`config.mk`:
```
export PLATFORM = sky130hd
export DESIGN_NAME = elevator_call_scheduler
export DESIGN_NICKNAME = d
export VERILOG_FILES = /design/src/rtl/elevator_call_scheduler.sv
export SDC_FILE = /design/constraint.sdc
export NUM_CORES = 1
export LEC_CHECK = 0
export ABC_AREA = 1
export BUFFER_PORTS_ARGS = -buffer_cell sky130_fd_sc_hd__buf_2
export CAP_MARGIN = 30
export CORE_MARGIN = 4
export CORE_UTILIZATION = 61
export DETAILED_ROUTE_END_ITERATION = 12
export PLACE_DENSITY = 0.86
export SETUP_SLACK_MARGIN = 0.1
export SLEW_MARGIN = 30
export SYNTH_ARGS = -nofsm -noshare
export SYNTH_HDL_FRONTEND = slang
export SYNTH_SLANG_ARGS = --single-unit
export TNS_END_PERCENT = 30
```
`constraint.sdc`:
```
create_clock -name clk -period 5.2 [get_ports clk]
set_input_delay 1.56 -clock clk [delete_from_list [all_inputs] [get_ports clk]]
set_output_delay 1.56 -clock clk [all_outputs]
set_load 0.05 [all_outputs]
```
`src/rtl/elevator_call_scheduler.sv`:
```
// Latches hall/cab calls per floor and runs a SCAN sweep FSM that publishes one registered target.
// Optional macro FLOOR_LOCKOUT_EN adds a floor_lockout input that takes floors out of service.
module elevator_call_scheduler #(
   parameter int NUM_FLOORS = 6,
   parameter int FLOOR_W    = (NUM_FLOORS > 2) ? $clog2(NUM_FLOORS) : 1
) (
   input  logic                  clk,
   input  logic                  rst_n,
   input  logic [NUM_FLOORS-1:0] up_call,
   input  logic [NUM_FLOORS-1:0] down_call,
   input  logic [NUM_FLOORS-1:0] cab_call,
   input  logic [FLOOR_W-1:0]    cur_floor,
   input  logic                  serve_valid,
   input  logic [FLOOR_W-1:0]    serve_floor,
   input  logic                  serve_dir_up,
   output logic [NUM_FLOORS-1:0] pending_up,
   output logic [NUM_FLOORS-1:0] pending_down,
   output logic [NUM_FLOORS-1:0] pending_cab,
   output logic                  target_valid,
   output logic [FLOOR_W-1:0]    target_floor,
   output logic                  target_dir_up,
   output logic                  any_pending
`ifdef FLOOR_LOCKOUT_EN
   ,
   input  logic [NUM_FLOORS-1:0] floor_lockout
`endif
);

   typedef enum logic [1:0] {S_IDLE, S_UP, S_DOWN} state_t;

   // No up call exists at the top floor and no down call at the bottom floor.
   localparam logic [NUM_FLOORS-1:0] UP_OK = {1'b0, {(NUM_FLOORS-1){1'b1}}};
   localparam logic [NUM_FLOORS-1:0] DN_OK = {{(NUM_FLOORS-1){1'b1}}, 1'b0};

   logic [NUM_FLOORS-1:0] elig;
`ifdef FLOOR_LOCKOUT_EN
   assign elig = ~floor_lockout;
`else
   assign elig = '1;
`endif

   state_t                state, state_nxt;
   logic [NUM_FLOORS-1:0] clr_up, clr_down, clr_cab;
   logic [NUM_FLOORS-1:0] up_nxt, down_nxt, cab_nxt;
   logic [NUM_FLOORS-1:0] cu, cd, all_p;
   logic                  valid_nxt, dir_nxt;
   logic [FLOOR_W-1:0]    floor_nxt;
   logic                  cur_ok, at_all, at_up, at_cu, at_cd;
   logic                  ua_f, ub_f, da_f, db_f, na_f, nb_f;
   logic                  up_has, dn_has, go_up;
   int                    cur_i, ua, ub, da, db, na, nb, up_tgt, dn_tgt;

   // Clear beats a same-cycle call because it is applied after the OR.
   always_comb begin
      clr_up   = '0;
      clr_down = '0;
      clr_cab  = '0;
      for (int f = 0; f < NUM_FLOORS; f++) begin
         if (serve_valid && int'(serve_floor) == f) begin
            clr_cab[f]  = 1'b1;
            clr_up[f]   = serve_dir_up;
            clr_down[f] = ~serve_dir_up;
         end
      end
      up_nxt   = (pending_up   | (up_call   & UP_OK)) & ~clr_up   & elig;
      down_nxt = (pending_down | (down_call & DN_OK)) & ~clr_down & elig;
      cab_nxt  = (pending_cab  | cab_call)            & ~clr_cab  & elig;
   end

   assign any_pending = |{pending_up, pending_down, pending_cab};

   always_comb begin
      cur_i  = int'(cur_floor);
      cur_ok = cur_i < NUM_FLOORS;
      cu     = (pending_cab | pending_up)   & elig;
      cd     = (pending_cab | pending_down) & elig;
      all_p  = cu | cd;
      at_all = 1'b0;
      at_up  = 1'b0;
      at_cu  = 1'b0;
      at_cd  = 1'b0;
      ua_f = 1'b0; ub_f = 1'b0; da_f = 1'b0; db_f = 1'b0; na_f = 1'b0; nb_f = 1'b0;
      ua = 0; ub = 0; da = 0; db = 0; na = 0; nb = 0;
      // Ascending scan: the last hit is the highest matching floor.
      for (int f = 0; f < NUM_FLOORS; f++) begin
         if (f == cur_i) begin
            at_all = all_p[f];
            at_up  = pending_up[f] & elig[f];
            at_cu  = cu[f];
            at_cd  = cd[f];
         end
         if (f > cur_i && pending_down[f] && elig[f]) begin ub_f = 1'b1; ub = f; end
         if (f < cur_i && cd[f])                      begin da_f = 1'b1; da = f; end
         if (f < cur_i && all_p[f])                   begin nb_f = 1'b1; nb = f; end
      end
      // Descending scan: the last hit is the lowest matching floor.
      for (int f = NUM_FLOORS - 1; f >= 0; f--) begin
         if (f > cur_i && cu[f])                      begin ua_f = 1'b1; ua = f; end
         if (f < cur_i && pending_up[f] && elig[f])   begin db_f = 1'b1; db = f; end
         if (f > cur_i && all_p[f])                   begin na_f = 1'b1; na = f; end
      end
      up_has = ua_f | ub_f;
      dn_has = da_f | db_f;
      up_tgt = ua_f ? ua : ub;
      dn_tgt = da_f ? da : db;
      go_up  = na_f && (!nb_f || (na - cur_i) <= (cur_i - nb));
   end

   always_comb begin
      state_nxt = state;
      valid_nxt = 1'b0;
      floor_nxt = target_floor;
      dir_nxt   = target_dir_up;
      if (!cur_ok) begin
         state_nxt = state;
      end else if (all_p == '0) begin
         state_nxt = S_IDLE;
      end else begin
         case (state)
            S_IDLE: begin
               valid_nxt = 1'b1;
               if (at_all) begin
                  floor_nxt = cur_floor;
                  dir_nxt   = at_up;
               end else if (go_up) begin
                  state_nxt = S_UP;
                  floor_nxt = FLOOR_W'(up_tgt);
                  dir_nxt   = 1'b1;
               end else begin
                  state_nxt = S_DOWN;
                  floor_nxt = FLOOR_W'(dn_tgt);
                  dir_nxt   = 1'b0;
               end
            end
            S_UP: begin
               dir_nxt = 1'b1;
               if (at_cu) begin
                  valid_nxt = 1'b1;
                  floor_nxt = cur_floor;
               end else if (up_has) begin
                  valid_nxt = 1'b1;
                  floor_nxt = FLOOR_W'(up_tgt);
               end else if (nb_f) begin
                  state_nxt = S_DOWN;
                  dir_nxt   = 1'b0;
               end else begin
                  state_nxt = S_IDLE;
               end
            end
            S_DOWN: begin
               dir_nxt = 1'b0;
               if (at_cd) begin
                  valid_nxt = 1'b1;
                  floor_nxt = cur_floor;
               end else if (dn_has) begin
                  valid_nxt = 1'b1;
                  floor_nxt = FLOOR_W'(dn_tgt);
               end else if (na_f) begin
                  state_nxt = S_UP;
                  dir_nxt   = 1'b1;
               end else begin
                  state_nxt = S_IDLE;
               end
            end
            default: state_nxt = S_IDLE;
         endcase
      end
   end

   always_ff @(posedge clk or negedge rst_n) begin
      if (!rst_n) begin
         state         <= S_IDLE;
         pending_up    <= '0;
         pending_down  <= '0;
         pending_cab   <= '0;
         target_valid  <= 1'b0;
         target_floor  <= '0;
         target_dir_up <= 1'b1;
      end else begin
         state         <= state_nxt;
         pending_up    <= up_nxt;
         pending_down  <= down_nxt;
         pending_cab   <= cab_nxt;
         target_valid  <= valid_nxt;
         target_floor  <= floor_nxt;
         target_dir_up <= dir_nxt;
      end
   end

endmodule

```
==> impl_metrics.env, run 1 <==
export IMPL_status="finished, final reports clean"
export IMPL_crit_type="input port to flop"
export IMPL_cts_resized=0
export IMPL_synth_async_reset_ratio_pct=100.0
export IMPL_drt_total_wl_mm=7.070
export IMPL_hpwl_mm=5.722
export IMPL_p_comb_share_pct=56.8
export IMPL_hold_violations=0
export IMPL_overflow=0
export IMPL_clock_fmax_mhz=212.6
export IMPL_dieArea_sq_mm=0.005544
export IMPL_htree_num_levels=1
export IMPL_routedWlPerCell_um=12.97
export IMPL_syn_nets=491
export IMPL_globalplace_congestion=0.9717
export IMPL_drive_above_1_share_pct=18.59
export IMPL_num_rows=23
export IMPL_cts_sinks=25
export IMPL_synth_compound_area_share_pct=7.617
export IMPL_pwr_share_seq_pct=28.9
export IMPL_power_leakage_nw=1.740
export IMPL_synth_edf_count=0
export IMPL_worst_pin_slew_ps=570.8
export IMPL_ant_nets=0
export IMPL_start_util_pct=65.01
export IMPL_worstPathArrival_ps=4890
export IMPL_fin_setup_tns_ps=0
export IMPL_power_density_mw_per_mm2=287.3
export IMPL_synth_xor_area_share_pct=0
export IMPL_cap_violations=0
export IMPL_crit_path_end_kind="flop"
export IMPL_seq_area_frac_synth_pct=23.27
export IMPL_port_buffer_count=49
export IMPL_root_buffer="clkbuf_8"
export IMPL_finalMaxSlewViolations=0
export IMPL_cts_buffers_inserted=3
export IMPL_fillers=376
export IMPL_synth_fa_ha_area_share_pct=9.940
export IMPL_yosys_register_bits=25
export IMPL_ys_flop_type="dfrtp_1"
export IMPL_multi_input_area_sq_mm=0.001680
export IMPL_syn_to_final_growth_pct=12.26
export IMPL_clkPwrFrac_pct=14.4
export IMPL_yosysUniqueCellTypes=33
export IMPL_synth_simple_area_share_pct=44.82
export IMPL_synth_area_mux_share_pct=0
export IMPL_worstSkewPairLatency_ps=280
export IMPL_slew_headroom_pct=61.95
export IMPL_die_x_um=74.46
export IMPL_antenna_found_initial=0
export IMPL_grt_pass1_wl_mm=11.87
export IMPL_num_antenna_cells=0
export IMPL_p_sw_mw=0.4301
export IMPL_clk_path_buf_depth=2
export IMPL_post_drt_via_cell_ratio=5.361
export IMPL_cts_setup_buffers=0
export IMPL_cts_hold_buf=0
export IMPL_swShare_pct=49.51
export IMPL_clk_pin_slew_worst_paths_ps=90
export IMPL_ff_latch_area_sq_um=626.9
export IMPL_setup_ws_ps=496.0
export IMPL_setup_viol=0
export IMPL_crit_fanout=12
export IMPL_fin_skew_ps=1.981
export IMPL_yosysWarnings=0
export IMPL_synthCells=444
export IMPL_syn_area_per_cell_sq_um=6.067
export IMPL_start_kind="input port"
export IMPL_io_pins=52
export IMPL_synth_top_family_by_area="simple AND/OR/NAND/NOR gates"
export IMPL_peakVddDrop_uv=162.2
export IMPL_min_path_type="flop to flop"
export IMPL_vias=2922
export IMPL_dr_pass1_iters=5
export IMPL_die_h_um=74.46
export IMPL_grt_usage_pct=27.68
export IMPL_drtIter0Drc=222
export IMPL_required_ps=5380
export IMPL_grt_pass1_vias=2777
export IMPL_drc_errors=0
export IMPL_p_int_mw=0.4386
export IMPL_cts_tree="built"
export IMPL_core_area_sq_mm=0.004144
export IMPL_rsz0062_at_grt="false"
export IMPL_layout_min_cycle_time_ps=4704
export IMPL_grt_max_degree=26
export IMPL_final_net_count=543
export IMPL_synthesis_area_sq_mm=0.002694
export IMPL_period_share_pct=90.46
export IMPL_detailedPlace_worstSlack_ps=206.6
## final timing paths
kind	from	to	slack, ps	cells after the start
setup / recovery	cur_floor[1]	target_floor[1]	500	27
hold / removal	target_dir_up	target_dir_up	470	2
setup reg to reg	pending_up[2]	target_floor[1]	1550	27
hold reg to reg	target_dir_up	target_dir_up	470	2
max in group asynchronous	rst_n	pending_cab[1]	3560	1
min in group asynchronous	rst_n	state[0]	1260	1
## worst max-delay path, stage by stage
cell and delay [ps]:
buf_2 360, inv_2 140, nand2_2 170, nand3_1 100
nand2_1 60, nand2_1 40, nand2_1 50, ha_1 140
inv_1 70, fa_1 390, fa_1 490, inv_1 40
ha_1 260, nand2_1 70, inv_1 50, nand2_1 60
nand2_1 40, nand2_1 50, nand2_1 40, nand3_1 170
nand2_2 130, nand2_1 80, nand2_1 50, nor2_1 100
nor2_1 50, nor2_1 90, nor2_1 40
## flip-flops by register name, summed over array words and instances (netlist names)
signal         count
pending_cab        6
target_floor       3
pending_down       6
state              2
pending_up         6
target_valid       1
target_dir_up      1
## stage by stage
stage	hold WS (ps)	instances	cell area [sq um]	utilization [%]	power, mW
floorplan	507.6	444	2694	-	0.6317
global placement	455.3	541	2979	71.89	0.7286
detailed placement	459.3	541	2979	71.89	0.7416
CTS	475.5	545	3024	72.98	0.8640
global route	500.0	545	3024	72.98	0.9439
finish	472.3	545	3024	72.98	0.8687
## cell usage after synthesis (all sizes together) (4+ instances only)
master / count / area [sq um]
nor2: 75 / 317.8
a21oi: 9 / 48.80
ha: 15 / 187.7
nand4: 4 / 25.02
fa: 4 / 80.08
inv: 91 / 351.6
nand2: 147 / 611.8
nand3: 37 / 217.7
o21ai: 13 / 65.06
o22ai: 11 / 68.82
dfrtp: 24 / 600.6
## power by group through the flow
stage	Clock (mW)	Sequential, mW	Combinational, mW
finish	0.125	0.251	0.493
global route	0.131	0.255	0.558
CTS	0.123	0.251	0.490
detailed placement	0	0.255	0.487
global placement	0	0.253	0.476
floorplan	0	0.340	0.291
## kinds of logic (layout without fill, tap and decap cells)
family          Yosys count  after routing
flops                    25             25
compound gates           36             36
fa+ha+maj                19             19
buf+inv                  95            146
simple gates            269            269
## placed cells by master, fill, tap and decap left out, types with 2 or more instances in the layout
| cell type | netlist | final |
|---|---|---|
| ha_1 | 15 | 15 |
| nand2_4 | 5 | 5 |
| nor2_2 | 8 | 8 |
| nand3_2 | 4 | 4 |
| nand2_2 | 9 | 9 |
| o21ai_1 | 2 | 2 |
| dfrtp_1 | 24 | 24 |
| fa_1 | 4 | 4 |
| nor2_1 | 66 | 66 |
| inv_2 | 6 | 6 |
| nand3_1 | 32 | 32 |
| o21ai_0 | 11 | 11 |
| buf_2 | 0 | 49 |
| a21oi_1 | 8 | 8 |
| nor3_1 | 3 | 3 |
| inv_1 | 83 | 83 |
| o22ai_1 | 11 | 11 |
| nand4_1 | 4 | 4 |
| nand2_1 | 133 | 133 |
| clkbuf_8 | 0 | 3 |
## cell type report
| type | instances | share of cell area (%) |
|---|---|---|
| Sequential cell | 25 | 20.73 |
| Inverter | 92 | 11.79 |
| Clock buffer | 4 | 1.489 |
| Tap cell | 50 | 2.069 |
| Multi-Input combinational cell | 324 | 55.56 |
| Timing Repair Buffer | 50 | 8.357 |
## per-layer routing
layer	track usage, %	part of all wire [%]	vias to the layer above
met5	0	0	-
met4	12.45	3.3	0
met3	3.514	6.7	19
met2	48.98	50	120
met1	33.33	40	1311
li1	-	-	1472
No activity file was read; power rests on OpenSTA's default activity.
==> run 2: changes to the inputs <==
--- a/config.mk
+++ b/config.mk
@@ -9,9 +9,10 @@
 export BUFFER_PORTS_ARGS = -buffer_cell sky130_fd_sc_hd__buf_2
 export CAP_MARGIN = 30
 export CORE_MARGIN = 4
-export CORE_UTILIZATION = 61
+export CORE_UTILIZATION = 62
+export CTS_BUF_LIST = sky130_fd_sc_hd__clkbuf_4 sky130_fd_sc_hd__clkbuf_8
 export DETAILED_ROUTE_END_ITERATION = 12
-export PLACE_DENSITY = 0.86
+export PLACE_DENSITY = 0.87
 export SETUP_SLACK_MARGIN = 0.1
 export SLEW_MARGIN = 30
 export SYNTH_ARGS = -nofsm -noshare
==> impl_metrics.env, run 2 (synthesis results as in run 1) <==
export IMPL_p_comb_share_pct=56.8
export IMPL_timing_rr_start="pending_cab[4]"
export IMPL_crit_family="adder cells"
export IMPL_min_path_type="flop to flop"
export IMPL_globalplace_congestion=0.9411
export IMPL_cts_setup_buffers=0
export IMPL_min_to="target_dir_up"
export IMPL_grt_usage_pct=27.43
export IMPL_num_rows=23
export IMPL_swShare_pct=49.34
export IMPL_slew_headroom_pct=60.12
export IMPL_crit_buf_inv=5
export IMPL_num_antenna_cells=0
export IMPL_io_pins=52
export IMPL_reg2reg_to="target_floor[2]"
export IMPL_power_density_mw_per_mm2=285.6
export IMPL_cts_buffers_inserted=3
export IMPL_cap_violations=0
export IMPL_clock_fmax_mhz=211.8
export IMPL_dieArea_sq_mm=0.005463
export IMPL_topRoutingLayerUsed="met4"
export IMPL_pwr_share_seq_pct=28.9
export IMPL_overflow=0
export IMPL_drtIter0Drc=229
export IMPL_grt_pass1_wl_mm=11.84
export IMPL_post_drt_via_cell_ratio=5.257
export IMPL_crit_fanout=12
export IMPL_clk_path_buf_depth=2
export IMPL_grt_max_degree=26
export IMPL_die_h_um=73.92
export IMPL_grt_pass1_vias=2721
export IMPL_layout_min_cycle_time_ps=4721
export IMPL_finalMaxSlewViolations=0
export IMPL_p_sw_mw=0.4255
export IMPL_drc_errors=0
export IMPL_clkPwrFrac_pct=14.2
export IMPL_cts_resized=0
export IMPL_vias=2860
export IMPL_htree_num_levels=1
export IMPL_power_leakage_nw=1.734
export IMPL_slowest_delay_ps=480
export IMPL_fin_setup_tns_ps=0
export IMPL_wl_met2_mm=3.305
export IMPL_status="finished, final reports clean"
export IMPL_die_x_um=73.92
export IMPL_start_kind="input port"
export IMPL_period_share_pct=90.80
export IMPL_worst_pin_slew_ps=598.2
export IMPL_min_path_cells=2
export IMPL_largestRegisters="pending_cab x6, pending_down x6, pending_up x6"
export IMPL_final_net_count=542
export IMPL_rsz0062_at_grt="false"
export IMPL_required_ps=5420
export IMPL_critical_path_slowest_cell="fa_1"
export IMPL_reg2regPathDepth=24
export IMPL_cts_hold_buf=0
export IMPL_p_int_mw=0.4370
export IMPL_critical_path_depth=26
export IMPL_path_common_cell="nand2_1"
export IMPL_r2r_slack_ps=1480
export IMPL_wl_met3_um=447
export IMPL_hpwl_mm=5.565
export IMPL_detailedPlace_worstSlack_ps=209.6
export IMPL_drt_total_wl_mm=6.873
export IMPL_setup_ws_ps=478.6
export IMPL_core_area_sq_mm=0.004086
export IMPL_fin_skew_ps=7.852
export IMPL_final_cell_mix="nand2_1 (133), inv_1 (83), nor2_1 (66)"
export IMPL_start_util_pct=65.92
export IMPL_drive_above_1_share_pct=18.62
export IMPL_port_buffer_count=49
export IMPL_antenna_found_initial=0
export IMPL_crit_type="input port to flop"
export IMPL_worstPathArrival_ps=4940
export IMPL_cts_tree="built"
export IMPL_ant_nets=0
export IMPL_final_common_cell="nand2_1"
export IMPL_clk_pin_slew_worst_paths_ps=100
export IMPL_cts_sinks=25
export IMPL_crit_path_end_kind="flop"
export IMPL_routedWlPerCell_um=12.63
export IMPL_hold_violations=0
export IMPL_root_buffer="clkbuf_8"
export IMPL_peakVddDrop_uv=141.5
export IMPL_dr_pass1_iters=5
export IMPL_worstSkewPairLatency_ps=270
export IMPL_setup_viol=0
export IMPL_syn_to_final_growth_pct=12.12
export IMPL_met1Wirelength_mm=2.983
export IMPL_min_from="target_dir_up"
## run 2: worst register-to-register path, stage by stage (launching register included)
cell	delay, ps
dfrtp_1	440
nor2_1	220
nand2_1	180
nand2_1	130
nand3_1	80
nand2_1	60
a21oi_1	70
ha_1	210
fa_1	390
fa_1	490
inv_1	40
ha_1	280
nand2_1	70
inv_1	40
nand2_1	60
nand2_1	50
nand2_1	50
nand2_1	40
nand3_1	160
nand2_2	120
o21ai_0	220
nand2_1	70
nand3_1	70
nand2_1	50
nand2_1	50
## run 2: power by group through the flow
stage,clock network (mW),logic [mW],registers [mW]
2_1_floorplan,0,0.291,0.340
3_3_place_gp,0,0.475,0.253
6_report,0.123,0.490,0.249
4_1_cts,0.124,0.488,0.250
5_1_grt,0.136,0.558,0.255
3_5_place_dp,0,0.485,0.254
## run 2: how the worst max path moves through the flow
stage | from | endpoint
final | cur_floor[1] | target_floor[2]
after global routing | cur_floor[1] | target_floor[2]
after CTS | cur_floor[1] | target_floor[1]
after detailed placement | cur_floor[1] | target_floor[1]
after global placement | cur_floor[2] | target_floor[1]
after floorplan | cur_floor[1] | target_floor[1]
## run 2: through the flow
step	utilization [%]	cells	power, mW	cell area [sq um]	hold slack, ps
after detailed placement	72.72	540	0.7393	2972	456.0
after global placement	72.72	540	0.7277	2972	457.2
after CTS	73.91	544	0.8623	3020	473.4
after global routing	73.91	544	0.9479	3020	504.2
after floorplan	-	444	0.6317	2694	507.6
final	73.91	544	0.8625	3020	468.4
## run 2: layout make-up
cell class / count / area [sq um]
Multi-Input combinational cell: 324 / 1680
Fill cell: 363 / 1066
Sequential cell: 25 / 626.9
Inverter: 92 / 356.6
Timing Repair Buffer: 49 / 245.2
Tap cell: 50 / 62.56
Clock buffer: 3 / 41.29
Clock inverter: 1 / 7.507
## run 2: metal layers
layer	global-route usage, %	vias to the layer above
met3	3.830	18
met2	48.43	111
met1	34.80	1260
met5	0	-
met4	7.646	0
li1	-	1471
==> run 3: changes to the inputs <==
--- a/config.mk
+++ b/config.mk
@@ -8,11 +8,13 @@
 export ABC_AREA = 1
 export BUFFER_PORTS_ARGS = -buffer_cell sky130_fd_sc_hd__buf_2
 export CAP_MARGIN = 30
+export CELL_PAD_IN_SITES_DETAIL_PLACEMENT = 1
+export CELL_PAD_IN_SITES_GLOBAL_PLACEMENT = 1
 export CORE_MARGIN = 4
-export CORE_UTILIZATION = 62
+export CORE_UTILIZATION = 43
 export CTS_BUF_LIST = sky130_fd_sc_hd__clkbuf_4 sky130_fd_sc_hd__clkbuf_8
 export DETAILED_ROUTE_END_ITERATION = 12
-export PLACE_DENSITY = 0.87
+export PLACE_DENSITY = 0.88
 export SETUP_SLACK_MARGIN = 0.1
 export SLEW_MARGIN = 30
 export SYNTH_ARGS = -nofsm -noshare
==> impl_metrics.env, run 3 (synthesis results as in run 1) <==
export IMPL_num_antenna_cells=0
export IMPL_hold_slack_ps=472.1
export IMPL_largestRegisters="pending_cab x6, pending_down x6, pending_up x6"
export IMPL_drc_errors=0
export IMPL_cap_violations=0
export IMPL_setup_viol=0
export IMPL_cts_setup_buffers=0
export IMPL_globalplace_congestion=0.8933
export IMPL_path_common_cell="nand2_1"
export IMPL_drt_total_wl_mm=8.469
export IMPL_cts_buffers_inserted=3
export IMPL_rsz0062_at_grt="false"
export IMPL_finalMaxSlewViolations=0
export IMPL_cts_resized=0
export IMPL_grt_usage_pct=24.00
export IMPL_power_leakage_nw=1.747
export IMPL_final_net_count=544
export IMPL_crit_fanout=12
export IMPL_worst_pin_slew_ps=600.4
export IMPL_io_pins=52
export IMPL_clock_fmax_mhz=209.0
export IMPL_start_kind="input port"
export IMPL_grt_pass1_wl_mm=14.29
export IMPL_min_path_type="flop to flop"
export IMPL_grt_max_degree=26
export IMPL_fin_setup_tns_ps=0
export IMPL_die_h_um=87.15
export IMPL_grt_pass1_vias=3044
export IMPL_crit_path_end_kind="flop"
export IMPL_period_share_pct=91.99
export IMPL_layout_min_cycle_time_ps=4784
export IMPL_ff_latch_area_sq_um=626.9
export IMPL_vias=2904
export IMPL_ant_nets=0
export IMPL_r2r_slack_ps=1410
export IMPL_port_buffer_count=49
export IMPL_fillers=888
export IMPL_crit_type="input port to flop"
export IMPL_required_ps=5430
export IMPL_routedWlPerCell_um=14.83
export IMPL_peakVddDrop_uv=208.5
export IMPL_worstSkewPairLatency_ps=280
export IMPL_dieArea_sq_mm=0.007595
export IMPL_multi_input_area_sq_mm=0.001680
export IMPL_start_util_pct=44.97
export IMPL_drive_above_1_share_pct=18.95
export IMPL_hpwl_mm=7.086
export IMPL_cts_tree="built"
export IMPL_worstPathArrival_ps=5020
export IMPL_root_buffer="clkbuf_8"
export IMPL_die_x_um=87.15
export IMPL_drtIter0Drc=143
export IMPL_cts_hold_buf=0
export IMPL_final_common_cell="nand2_1"
export IMPL_clk_path_buf_depth=2
export IMPL_hold_violations=0
export IMPL_overflow=0
export IMPL_critical_path_slowest_cell="fa_1"
export IMPL_cts_sinks=25
export IMPL_slowest_delay_ps=530
export IMPL_dr_pass1_iters=6
export IMPL_status="finished, final reports clean"
export IMPL_final_cell_mix="nand2_1 (133), inv_1 (83), nor2_1 (66)"
export IMPL_power_density_mw_per_mm2=289.9
export IMPL_syn_to_final_growth_pct=13.75
export IMPL_crit_buf_inv=4
export IMPL_htree_num_levels=1
export IMPL_post_drt_via_cell_ratio=5.086
export IMPL_num_rows=28
export IMPL_fin_skew_ps=4.123
export IMPL_core_area_sq_mm=0.005991
export IMPL_clk_pin_slew_worst_paths_ps=100
export IMPL_crit_family="adder cells"
export IMPL_slew_headroom_pct=59.98
export IMPL_antenna_found_initial=0
## run 3: cell types whose count changed in the layout (fill, tap and decap cells not counted), sizes merged
cell      delta
clkinv       +1
clkinvlp     -1
buf          +2
## run 3: report_power, final
| group | total, mW | switching, mW | leakage (nW) | internal (mW) |
|---|---|---|---|---|
| Sequential | 0.251 | 0.0223 | 0.260 | 0.229 |
| Combinational | 0.510 | 0.354 | 1.46 | 0.156 |
| Clock | 0.128 | 0.0735 | 0.0255 | 0.0540 |
## run 3: worst paths after layout
check                                        to      startpoint  cells past startpoint
worst min-delay path              target_dir_up   target_dir_up                      2
worst min register to register    target_dir_up   target_dir_up                      2
min in group asynchronous        pending_cab[0]           rst_n                      1
worst max-delay path            target_floor[2]    cur_floor[2]                     25
max in group asynchronous              state[1]           rst_n                      1
worst max register to register  target_floor[2]  pending_cab[4]                     24
## run 3: final cells by class
class | count | area share, %
clock buffer | 3 | 1.347
clock inverter | 1 | 0.1633
inverter | 92 | 11.64
multi-input combinational | 324 | 54.84
sequential | 25 | 20.46
tap | 75 | 3.062
timing repair buffer | 51 | 8.493
## run 3: per-layer routing
layer / track usage (%) / vias up / wire length (um)
li1: - / 1474 / -
met1: 30.05 / 1343 / 3726
met2: 44.38 / 72 / 4263
met3: 2.554 / 15 / 348
met4: 4.742 / 0 / 130
met5: 0 / - / 0
## run 3: metrics by stage
| step | instance area (sq um) | power [mW] | std cells | util, % | setup WS, ps |
|---|---|---|---|---|---|
| final | 3064 | 0.8884 | 571 | 51.15 | 416.4 |
| after global routing | 3064 | 0.9712 | 571 | 51.15 | 128.5 |
| after CTS | 3064 | 0.8932 | 571 | 51.15 | 383.5 |
| after detailed placement | 3018 | 0.7669 | 567 | 50.38 | 96.80 |
| after global placement | 3018 | 0.7385 | 567 | 50.38 | 221.1 |
| after floorplan | 2694 | 0.6317 | 444 | - | 802.2 |
## run 3: worst reg2reg max path, delay by kind of cell, from the launching register on
| family | cells | cell delay (ps) |
|---|---|---|
| compound gates | 2 | 270 |
| fa+ha+maj | 4 | 1410 |
| buf+inv | 2 | 90 |
| flops | 1 | 430 |
| simple gates | 16 | 1510 |
